File: config.mk
export PLATFORM = sky130hd
export DESIGN_NAME = uart_rx_ctrl
export DESIGN_NICKNAME = d
export VERILOG_FILES = /design/src/rtl/uart_rx_ctrl.sv
export SDC_FILE = /design/constraint.sdc
export NUM_CORES = 1
export LEC_CHECK = 0
export BUFFER_PORTS_ARGS = -buffer_cell sky130_fd_sc_hd__buf_2
export CORE_MARGIN = 2
export CORE_UTILIZATION = 30
export DETAILED_ROUTE_END_ITERATION = 16
export PLACE_DENSITY = 0.55
export SETUP_SLACK_MARGIN = 0.02
export SYNTH_ARGS = -nofsm -noshare
export SYNTH_HDL_FRONTEND = slang
export SYNTH_SLANG_ARGS = --single-unit
File: constraint.sdc
create_clock -name CLK -period 2.75 [get_ports CLK]
set_clock_uncertainty 0.05 [all_clocks]
set_input_delay 0.1375 -clock CLK [delete_from_list [all_inputs] [get_ports CLK]]
set_output_delay 0.1375 -clock CLK [all_outputs]
set_load 0.02 [all_outputs]
File: src/rtl/uart_rx_ctrl.sv
// uart_rx_ctrl: UART receive frame controller (start/data/parity/stop sequencing).
// Latency: strobes are combinational from the state/edge_cnt registers; data_valid is registered,
//          so it is high the cycle after CHECK.
// Backpressure: none; the serial line cannot be stalled, and frames run at the PRESCALE rate.
//
// Ports:
//   CLK, RST            oversampling clock (rising edge), asynchronous active-low reset
//   RX_IN               serial line, idle high; a low level in IDLE starts a frame
//   PAR_EN              parity bit present; captured once per frame at IDLE->START
//   PRESCALE[5:0]       oversampling ratio (8, 16 or 32)
//   sampled_bit         majority-voted bit from the data sampler
//   strt_glitch, par_err, stp_err   registered checker results
//   dat_samp_en         sampler enable, high in START/DATA/PARITY/STOP
//   strt_chk_en, par_chk_en, stp_chk_en, deser_en   one-cycle strobes at the mid-bit tick
//   edge_cnt[5:0]       oversample tick within the current bit
//   bit_cnt[3:0]        data-bit index within DATA
//   data_valid          one-cycle pulse for an error-free frame
//   brk_det             (only with UART_RX_BREAK_DET_EN) break: all-zero data and stop error
//
// Optional feature macro: UART_RX_BREAK_DET_EN adds the brk_det output and its data flag.

module uart_rx_ctrl #(
    parameter int DATA_WIDTH = 8
) (
    input  logic       CLK,
    input  logic       RST,
    input  logic       RX_IN,
    input  logic       PAR_EN,
    input  logic [5:0] PRESCALE,
    input  logic       sampled_bit,
    input  logic       strt_glitch,
    input  logic       par_err,
    input  logic       stp_err,
    output logic       dat_samp_en,
    output logic       strt_chk_en,
    output logic       par_chk_en,
    output logic       stp_chk_en,
    output logic       deser_en,
    output logic [5:0] edge_cnt,
    output logic [3:0] bit_cnt,
    output logic       data_valid
`ifdef UART_RX_BREAK_DET_EN
    ,
    output logic       brk_det
`endif
);

    typedef enum logic [2:0] {
        IDLE   = 3'd0,
        START  = 3'd1,
        DATA   = 3'd2,
        PARITY = 3'd3,
        STOP   = 3'd4,
        CHECK  = 3'd5
    } state_t;

    localparam logic [3:0] LAST_BIT = 4'(DATA_WIDTH - 1);

    state_t     state_q, state_d;
    logic [5:0] edge_cnt_q, edge_cnt_d;
    logic [3:0] bit_cnt_q, bit_cnt_d;
    logic       par_en_q, par_en_d;
    logic       data_valid_q, data_valid_d;

    logic [5:0] mid_tick;
    logic       bit_end;
    logic       at_mid;
    logic       start_det;

    // Checkers sample two ticks past the nominal bit centre so the
    // sampler's three-vote window has settled.
    assign mid_tick  = (PRESCALE >> 1) + 6'd2;
    assign bit_end   = (edge_cnt_q == (PRESCALE - 6'd1));
    assign at_mid    = (edge_cnt_q == mid_tick);
    assign start_det = (state_q == IDLE) && !RX_IN;

    always_comb begin
        state_d      = state_q;
        edge_cnt_d   = edge_cnt_q;
        bit_cnt_d    = bit_cnt_q;
        par_en_d     = par_en_q;
        data_valid_d = 1'b0;
        dat_samp_en  = 1'b0;
        strt_chk_en  = 1'b0;
        par_chk_en   = 1'b0;
        stp_chk_en   = 1'b0;
        deser_en     = 1'b0;

        // Free-running bit timer in every bit-carrying state.
        if (state_q != IDLE && state_q != CHECK) begin
            edge_cnt_d = bit_end ? 6'd0 : edge_cnt_q + 6'd1;
        end

        case (state_q)
            IDLE: begin
                edge_cnt_d = 6'd0;
                bit_cnt_d  = 4'd0;
                if (!RX_IN) begin
                    state_d  = START;
                    par_en_d = PAR_EN;
                end
            end
            START: begin
                dat_samp_en = 1'b1;
                strt_chk_en = at_mid;
                if (bit_end) begin
                    state_d = strt_glitch ? IDLE : DATA;
                end
            end
            DATA: begin
                dat_samp_en = 1'b1;
                deser_en    = at_mid;
                if (bit_end) begin
                    if (bit_cnt_q == LAST_BIT) begin
                        // Index is only meaningful inside DATA; park it at 0.
                        bit_cnt_d = 4'd0;
                        state_d   = par_en_q ? PARITY : STOP;
                    end else begin
                        bit_cnt_d = bit_cnt_q + 4'd1;
                    end
                end
            end
            PARITY: begin
                dat_samp_en = 1'b1;
                par_chk_en  = at_mid;
                if (bit_end) begin
                    state_d = STOP;
                end
            end
            STOP: begin
                dat_samp_en = 1'b1;
                stp_chk_en  = at_mid;
                if (bit_end) begin
                    state_d = CHECK;
                end
            end
            CHECK: begin
                // Checker flags are registered, so they are stable here.
                edge_cnt_d   = 6'd0;
                bit_cnt_d    = 4'd0;
                state_d      = IDLE;
                data_valid_d = !stp_err && (!par_en_q || !par_err);
            end
            default: begin
                state_d    = IDLE;
                edge_cnt_d = 6'd0;
                bit_cnt_d  = 4'd0;
            end
        endcase
    end

    always_ff @(posedge CLK or negedge RST) begin
        if (!RST) begin
            state_q      <= IDLE;
            edge_cnt_q   <= 6'd0;
            bit_cnt_q    <= 4'd0;
            par_en_q     <= 1'b0;
            data_valid_q <= 1'b0;
        end else begin
            state_q      <= state_d;
            edge_cnt_q   <= edge_cnt_d;
            bit_cnt_q    <= bit_cnt_d;
            par_en_q     <= par_en_d;
            data_valid_q <= data_valid_d;
        end
    end

    assign edge_cnt   = edge_cnt_q;
    assign bit_cnt    = bit_cnt_q;
    assign data_valid = data_valid_q;

`ifdef UART_RX_BREAK_DET_EN
    // Flag records whether any data bit was 1; a break is an all-zero
    // frame whose stop bit is also low.
    logic brk_flag_q, brk_flag_d;
    logic brk_det_q, brk_det_d;

    always_comb begin
        brk_flag_d = brk_flag_q;
        brk_det_d  = 1'b0;
        if (start_det) begin
            brk_flag_d = 1'b0;
        end else if (state_q == DATA && at_mid) begin
            brk_flag_d = brk_flag_q | sampled_bit;
        end
        if (state_q == CHECK) begin
            brk_det_d = !brk_flag_q && stp_err;
        end
    end

    always_ff @(posedge CLK or negedge RST) begin
        if (!RST) begin
            brk_flag_q <= 1'b0;
            brk_det_q  <= 1'b0;
        end else begin
            brk_flag_q <= brk_flag_d;
            brk_det_q  <= brk_det_d;
        end
    end

    assign brk_det = brk_det_q;
`else
    // The sampler bit only feeds break detection.
    logic unused_sampled_bit;
    logic unused_start_det;
    assign unused_sampled_bit = sampled_bit;
    assign unused_start_det   = start_det;
`endif

endmodule

==> results.json, run 1 <==
{
  "status": "finished, final reports clean",
  "grt_first_pass_wirelength_um": 4210,
  "drive_above_1_share": 0.221,
  "r2r_cells": 6,
  "p_clk_frac": 0.184,
  "hp-class": "in2reg",
  "whs_path_depth": 2,
  "clk_pin_slew_worst_paths_ns": 0.06,
  "drt_wl_total_um": 2580,
  "finalWorstSetupSlack_ns": 0.363,
  "gp_congestion": 0.790,
  "nets": 175,
  "antenna_found_initial": 0,
  "startpoint_type": "flop",
  "powerDensity_nw_per_um2": 707,
  "p_leak_nw": 0.675,
  "cts-root-buf": "clkbuf_8",
  "die_h_um": 65.3,
  "cts_buffer_depth": 2,
  "drv_cap": 0,
  "pre_cts_ws_ns": 0.329,
  "cts.sink_count": 15,
  "max_stage_delay_ns": 0.76,
  "path_max_fanout": 14,
  "syn2layout_area_growth_pct": 19.3,
  "vdd_ir_drop_max_mv": 0.214,
  "ys.warnings.count": 0,
  "fmax_mhz": 419,
  "row_count": 22,
  "insertion_delay_ns": 0.24,
  "async_flop_share": 1.00,
  "period_minus_slack_ns": 2.39,
  "netlist_instances": 128,
  "slew_viol_final": 0,
  "cts_setup_buffers": 0,
  "vias_per_cell": 4.98,
  "vias": 1006,
  "grt_pass1_vias": 945,
  "tns_ns": 0,
  "groute.usage.overall": 0.125,
  "tritoncts": "yes",
  "ant_nets": 0,
  "rsz0062_at_grt": "no",
  "core_area_sq_um": 3630,
  "ys_types": 38,
  "seqPwrFrac": 0.390,
  "synthesis.area_sq_um": 1130,
  "ys_seq_area_frac": 0.333,
  "power.net_switching_mw": 0.408,
  "die-width_um": 65.3,
  "drtIter0Drc": 18,
  "drt_first_pass_iters": 4,
  "fp.dieArea_sq_um": 4260,
  "internal_power_mw": 0.544,
  "overflow": 0,
  "io-pin-count": 30,
  "path_delay_family": "simple AND/OR/NAND/NOR gates",
  "combPwrFrac": 0.427,
  "start_util": 0.310,
  "synth_edf_count": 0,
  "synth_nets": 148,
  "cp.buffers_inverters": 0,
  "period_share": 0.868,
  "critPathArrivalTime_ns": 2.47,
  "wl_per_cell_um": 12.8,
  "port_buffers": 28,
  "fin_util": 0.370,
  "worst_pin_slew_ns": 0.570,
  "critPathRequiredTime_ns": 2.83,
  "grt_max_degree": 16,
  "p_sw_frac": 0.429,
  "cts_buffers": 3,
  "hold_viol_final": 0,
  "maxSlewHeadroom": 0.620,
  "crit_type": "reg2reg",
  "path_depth": 6,
  "cp_slowest_cell": "or4_1",
  "setup.worst_path.end_class": "flop",
  "synth_top_flop_cell": "dfrtp_1",
  "h-tree-depth": 1,
  "hpwlAfterDp_um": 1990,
  "synth.ff_latch_count": 15,
  "insertedDiodeCount": 0,
  "post-route-drc-count": 0,
  "setup_viol": 0,
  "avgSynthCellArea_sq_um": 8.81,
  "crit_path_cell_trace": "xor2_1 -> xnor2_1 -> nand3_1 -> or4_1 -> o211a_1 -> a211o_1"
}
-- worst register-to-register path: cells and delay by family (launching register included) --
kind | cells | cell delay (ns)
compound gates | 2 | 0.59
xor+xnor | 2 | 0.36
flops | 1 | 0.46
simple gates | 2 | 0.83
-- cells by family (layout without fill, tap and decap cells) --
group,count (synthesis),after routing,share of synthesized area
fa+ha+maj,6,6,0.0666
xor+xnor,20,20,0.155
mux,1,1,0.00888
buf+inv,17,43,0.0666
flops,15,15,0.333
compound gates,20,20,0.153
simple gates,49,49,0.216
-- per-layer routing --
| metal | global-route usage | vias up | share of wire |
|---|---|---|---|
| met5 | 0 | - | 0 |
| met4 | 0.0391 | 0 | 0.0066 |
| met3 | 0.0103 | 2 | 0.056 |
| met2 | 0.223 | 31 | 0.49 |
| met1 | 0.159 | 479 | 0.44 |
| li1 | - | 494 | - |
-- state kept, by name (all words and copies together), names as in the netlist --
| name | flops |
|---|---|
| par_en_q | 1 |
| state_q | 3 |
| bit_cnt | 4 |
| data_valid | 1 |
| edge_cnt | 6 |
-- cell type report --
| cell class | instances | area, sq um |
|---|---|---|
| Fill cell | 407 | 2290 |
| Inverter | 10 | 37.5 |
| Sequential cell | 15 | 375 |
| Tap cell | 48 | 60.1 |
| Timing Repair Buffer | 29 | 150 |
| Clock buffer | 4 | 45.0 |
| Multi-Input combinational cell | 96 | 677 |
-- power by group through the flow --
stage / registers, mW / logic [mW] / clock network, mW
after CTS: 0.372 / 0.413 / 0.179
after detailed placement: 0.373 / 0.409 / 0
after global routing: 0.383 / 0.455 / 0.190
after floorplan: 0.371 / 0.293 / 0
final: 0.371 / 0.406 / 0.175
after global placement: 0.371 / 0.397 / 0
-- final timing paths --
check                      slack (ns)           to   startpoint
setup / recovery                 0.36   bit_cnt[2]  edge_cnt[3]
hold / removal                  0.007   data_valid      stp_err
setup reg to reg                 0.36   bit_cnt[2]  edge_cnt[3]
hold reg to reg                  0.47   data_valid     par_en_q
max in group asynchronous        2.11  edge_cnt[1]          RST
min in group asynchronous        0.28   data_valid          RST
-- synthesized netlist by cell type (all sizes together), types with 4 or more instances --
library cell  number  area share
nor3               7       0.031
nand2              9       0.030
nand3              7       0.031
dfrtp             15        0.33
clkbuf             4       0.014
nor2              11       0.037
ha                 6       0.067
xor2              12       0.093
xnor2              8       0.062
inv               10       0.033
a21oi              4       0.018
or3                4       0.022
-- per-stage QoR --
| stage | instances | power (mW) | cell area, sq um | hold WS (ns) |
|---|---|---|---|---|
| 2_1_floorplan | 128 | 0.664 | 1130 | -0.208 |
| 3_3_place_gp | 197 | 0.768 | 1290 | 0.0148 |
| 3_5_place_dp | 197 | 0.782 | 1290 | 0.0126 |
| 4_1_cts | 202 | 0.963 | 1350 | 0.00929 |
| 5_1_grt | 202 | 1.03 | 1350 | 0.0150 |
| 6_report | 202 | 0.951 | 1350 | 0.00733 |
-- cells in the final DEF, fill, tap and decap left out, types with 2 or more instances in the layout --
| cell type | count |
|---|---|
| dfrtp_1 | 15 |
| xnor2_1 | 8 |
| or3_1 | 4 |
| nand2_1 | 9 |
| a21oi_1 | 4 |
| ha_1 | 6 |
| nor3_1 | 7 |
| and3_1 | 2 |
| clkbuf_8 | 3 |
| nand2b_1 | 3 |
| nor2_1 | 11 |
| xor2_1 | 12 |
| o21ai_0 | 3 |
| inv_1 | 10 |
| buf_2 | 28 |
| nand3_1 | 7 |
-- what timing repair did --
| action | CTS | global route |
|---|---|---|
| endpoints found under the hold margin | 15 | 0 |
| hold buffers | 1 | 0 |
| gates resized for setup | 0 | 0 |
Power figures use the tool's default switching activity.
==> inputs of run 2 (changes only) <==
--- a/config.mk
+++ b/config.mk
@@ -5,11 +5,11 @@
 export SDC_FILE = /design/constraint.sdc
 export NUM_CORES = 1
 export LEC_CHECK = 0
-export BUFFER_PORTS_ARGS = -buffer_cell sky130_fd_sc_hd__buf_2
 export CORE_MARGIN = 2
 export CORE_UTILIZATION = 30
 export DETAILED_ROUTE_END_ITERATION = 16
-export PLACE_DENSITY = 0.55
+export DONT_BUFFER_PORTS = 1
+export PLACE_DENSITY = 0.49
 export SETUP_SLACK_MARGIN = 0.02
 export SYNTH_ARGS = -nofsm -noshare
 export SYNTH_HDL_FRONTEND = slang
==> run 2 against run 1 <==
Against the previous run:
- worst setup slack better by 0.092 ns
- highest routed layer unchanged
- largest cell class unchanged
- clock-buffer cell count fell by 1
- critical endpoint unchanged
- largest power group unchanged
- total power up 2.2%
- critical path type unchanged
- global-route usage up 1.1 points
- non-clock buffer count is 16 lower
- clock power is 6% higher
==> results.json, run 2 (synthesis results as in run 1) <==
{
  "status": "finished, final reports clean",
  "final.fill_count": 390,
  "cts-root-buf": "clkbuf_8",
  "ant_nets": 0,
  "groute.usage.overall": 0.136,
  "ctsResizeCount": 0,
  "antenna_found_initial": 0,
  "post-route-drc-count": 0,
  "setup_viol": 0,
  "start_util": 0.310,
  "dpl-instance-area_sq_um": 1210,
  "startpoint_type": "flop",
  "hp-class": "in2reg",
  "period_minus_slack_ns": 2.29,
  "rsz0062_at_grt": "no",
  "stdcell_area_sq_um": 1310,
  "period_share": 0.834,
  "overflow": 0,
  "r2r_slack_ns": 0.46,
  "vdd_ir_drop_max_mv": 0.185,
  "total_power_mw": 0.972,
  "hold-worst-slack_ns": 0.0471,
  "h-tree-depth": 1,
  "cts_buffers": 3,
  "setup.worst_path.end_class": "flop",
  "cts_setup_buffers": 0,
  "cts.sink_count": 15,
  "nets": 159,
  "final_cell_mix": "dfrtp_1, xor2_1, nor2_1",
  "insertion_delay_ns": 0.26,
  "drtIter0Drc": 51,
  "drt_first_pass_iters": 5,
  "fmax_mhz": 436,
  "clk_pin_slew_worst_paths_ns": 0.07,
  "hold_viol_final": 0,
  "maxSlewHeadroom": 0.514,
  "crit_type": "reg2reg",
  "port_buffers": 0,
  "cts_buffer_depth": 2,
  "fp.dieArea_sq_um": 4260,
  "grt_max_degree": 16,
  "path_max_fanout": 14,
  "p_leak_nw": 0.610,
  "die_h_um": 65.3,
  "io-pin-count": 30,
  "largest_reg_flops": 6,
  "tritoncts": "yes",
  "drive_above_1_share": 0.109,
  "grt_pass1_vias": 918,
  "grt_first_pass_wirelength_um": 4390,
  "row_count": 22,
  "slew_viol_final": 0,
  "powerDensity_nw_per_um2": 744,
  "worst_pin_slew_ns": 0.726,
  "vias_per_cell": 5.13,
  "tns_ns": 0,
  "wl_per_cell_um": 14.1,
  "die-width_um": 65.3,
  "critPathArrivalTime_ns": 2.39,
  "drt_wl_total_um": 2620,
  "vias": 954,
  "gp_congestion": 0.823,
  "syn2layout_area_growth_pct": 15.9,
  "critPathRequiredTime_ns": 2.85,
  "core_area_sq_um": 3630,
  "drv_cap": 0,
  "final_common_cell": "dfrtp_1",
  "hpwlAfterDp_um": 2010,
  "insertedDiodeCount": 0
}
-- run 2: changes by cell type in the layout (fill, tap and decap cells not counted) --
cell / change
buf_2: -28
buf_4: +8
dlygate4sd3_1: +4
clkbuf_1: -1
clkinv_2: +1
-- run 2: layout make-up --
type	instances	area [sq um]	area share
inverter	10	37.5	0.0287
multi-input combinational	96	677	0.518
sequential	15	375	0.287
tap	48	60.1	0.0460
clock inverter	1	5.00	0.00383
clock buffer	3	41.3	0.0316
timing repair buffer	13	110	0.0843
-- run 2: metrics by stage --
step	std cells	setup WS, ns	util
global route	186	0.344	0.360
CTS	186	0.438	0.360
finish	186	0.456	0.360
global placement	177	0.458	0.333
floorplan	128	0.495	-
detailed placement	177	0.438	0.333
-- run 2: worst paths after layout --
path / from / cells past startpoint / to
min reg2reg: par_en_q / 2 / par_en_q
min: RX_IN / 2 / par_en_q
max reg2reg: edge_cnt[3] / 6 / bit_cnt[2]
max in group asynchronous: RST / 1 / edge_cnt[5]
min in group asynchronous: RST / 1 / bit_cnt[0]
max: edge_cnt[3] / 6 / bit_cnt[2]
-- run 2: routing by layer --
layer / up-vias / track usage / part of all wire
met5: - / 0 / 0
met4: 0 / 0.0807 / 0.029
met3: 7 / 0.0342 / 0.055
met2: 25 / 0.213 / 0.47
met1: 459 / 0.168 / 0.45
li1: 463 / - / -
-- run 2: what timing repair did --
action | in CTS | in global routing
endpoints found under the setup margin | 0 | 0
hold buffers | 5 | 0
hold endpoints to repair | 18 | 0
-- run 2: worst max-delay path: stages, from the launching register on --
cell	delay, ns
dfrtp_1	0.39
xor2_1	0.19
xnor2_1	0.14
nand3_1	0.08
or4_1	0.76
o211a_1	0.32
a211o_1	0.26
-- run 2: report_power, final --
group | internal, mW | total [mW] | leakage (nW) | switching [mW]
logic | 0.184 | 0.455 | 0.387 | 0.271
clock network | 0.101 | 0.185 | 0.0255 | 0.0840
registers | 0.273 | 0.333 | 0.197 | 0.0601
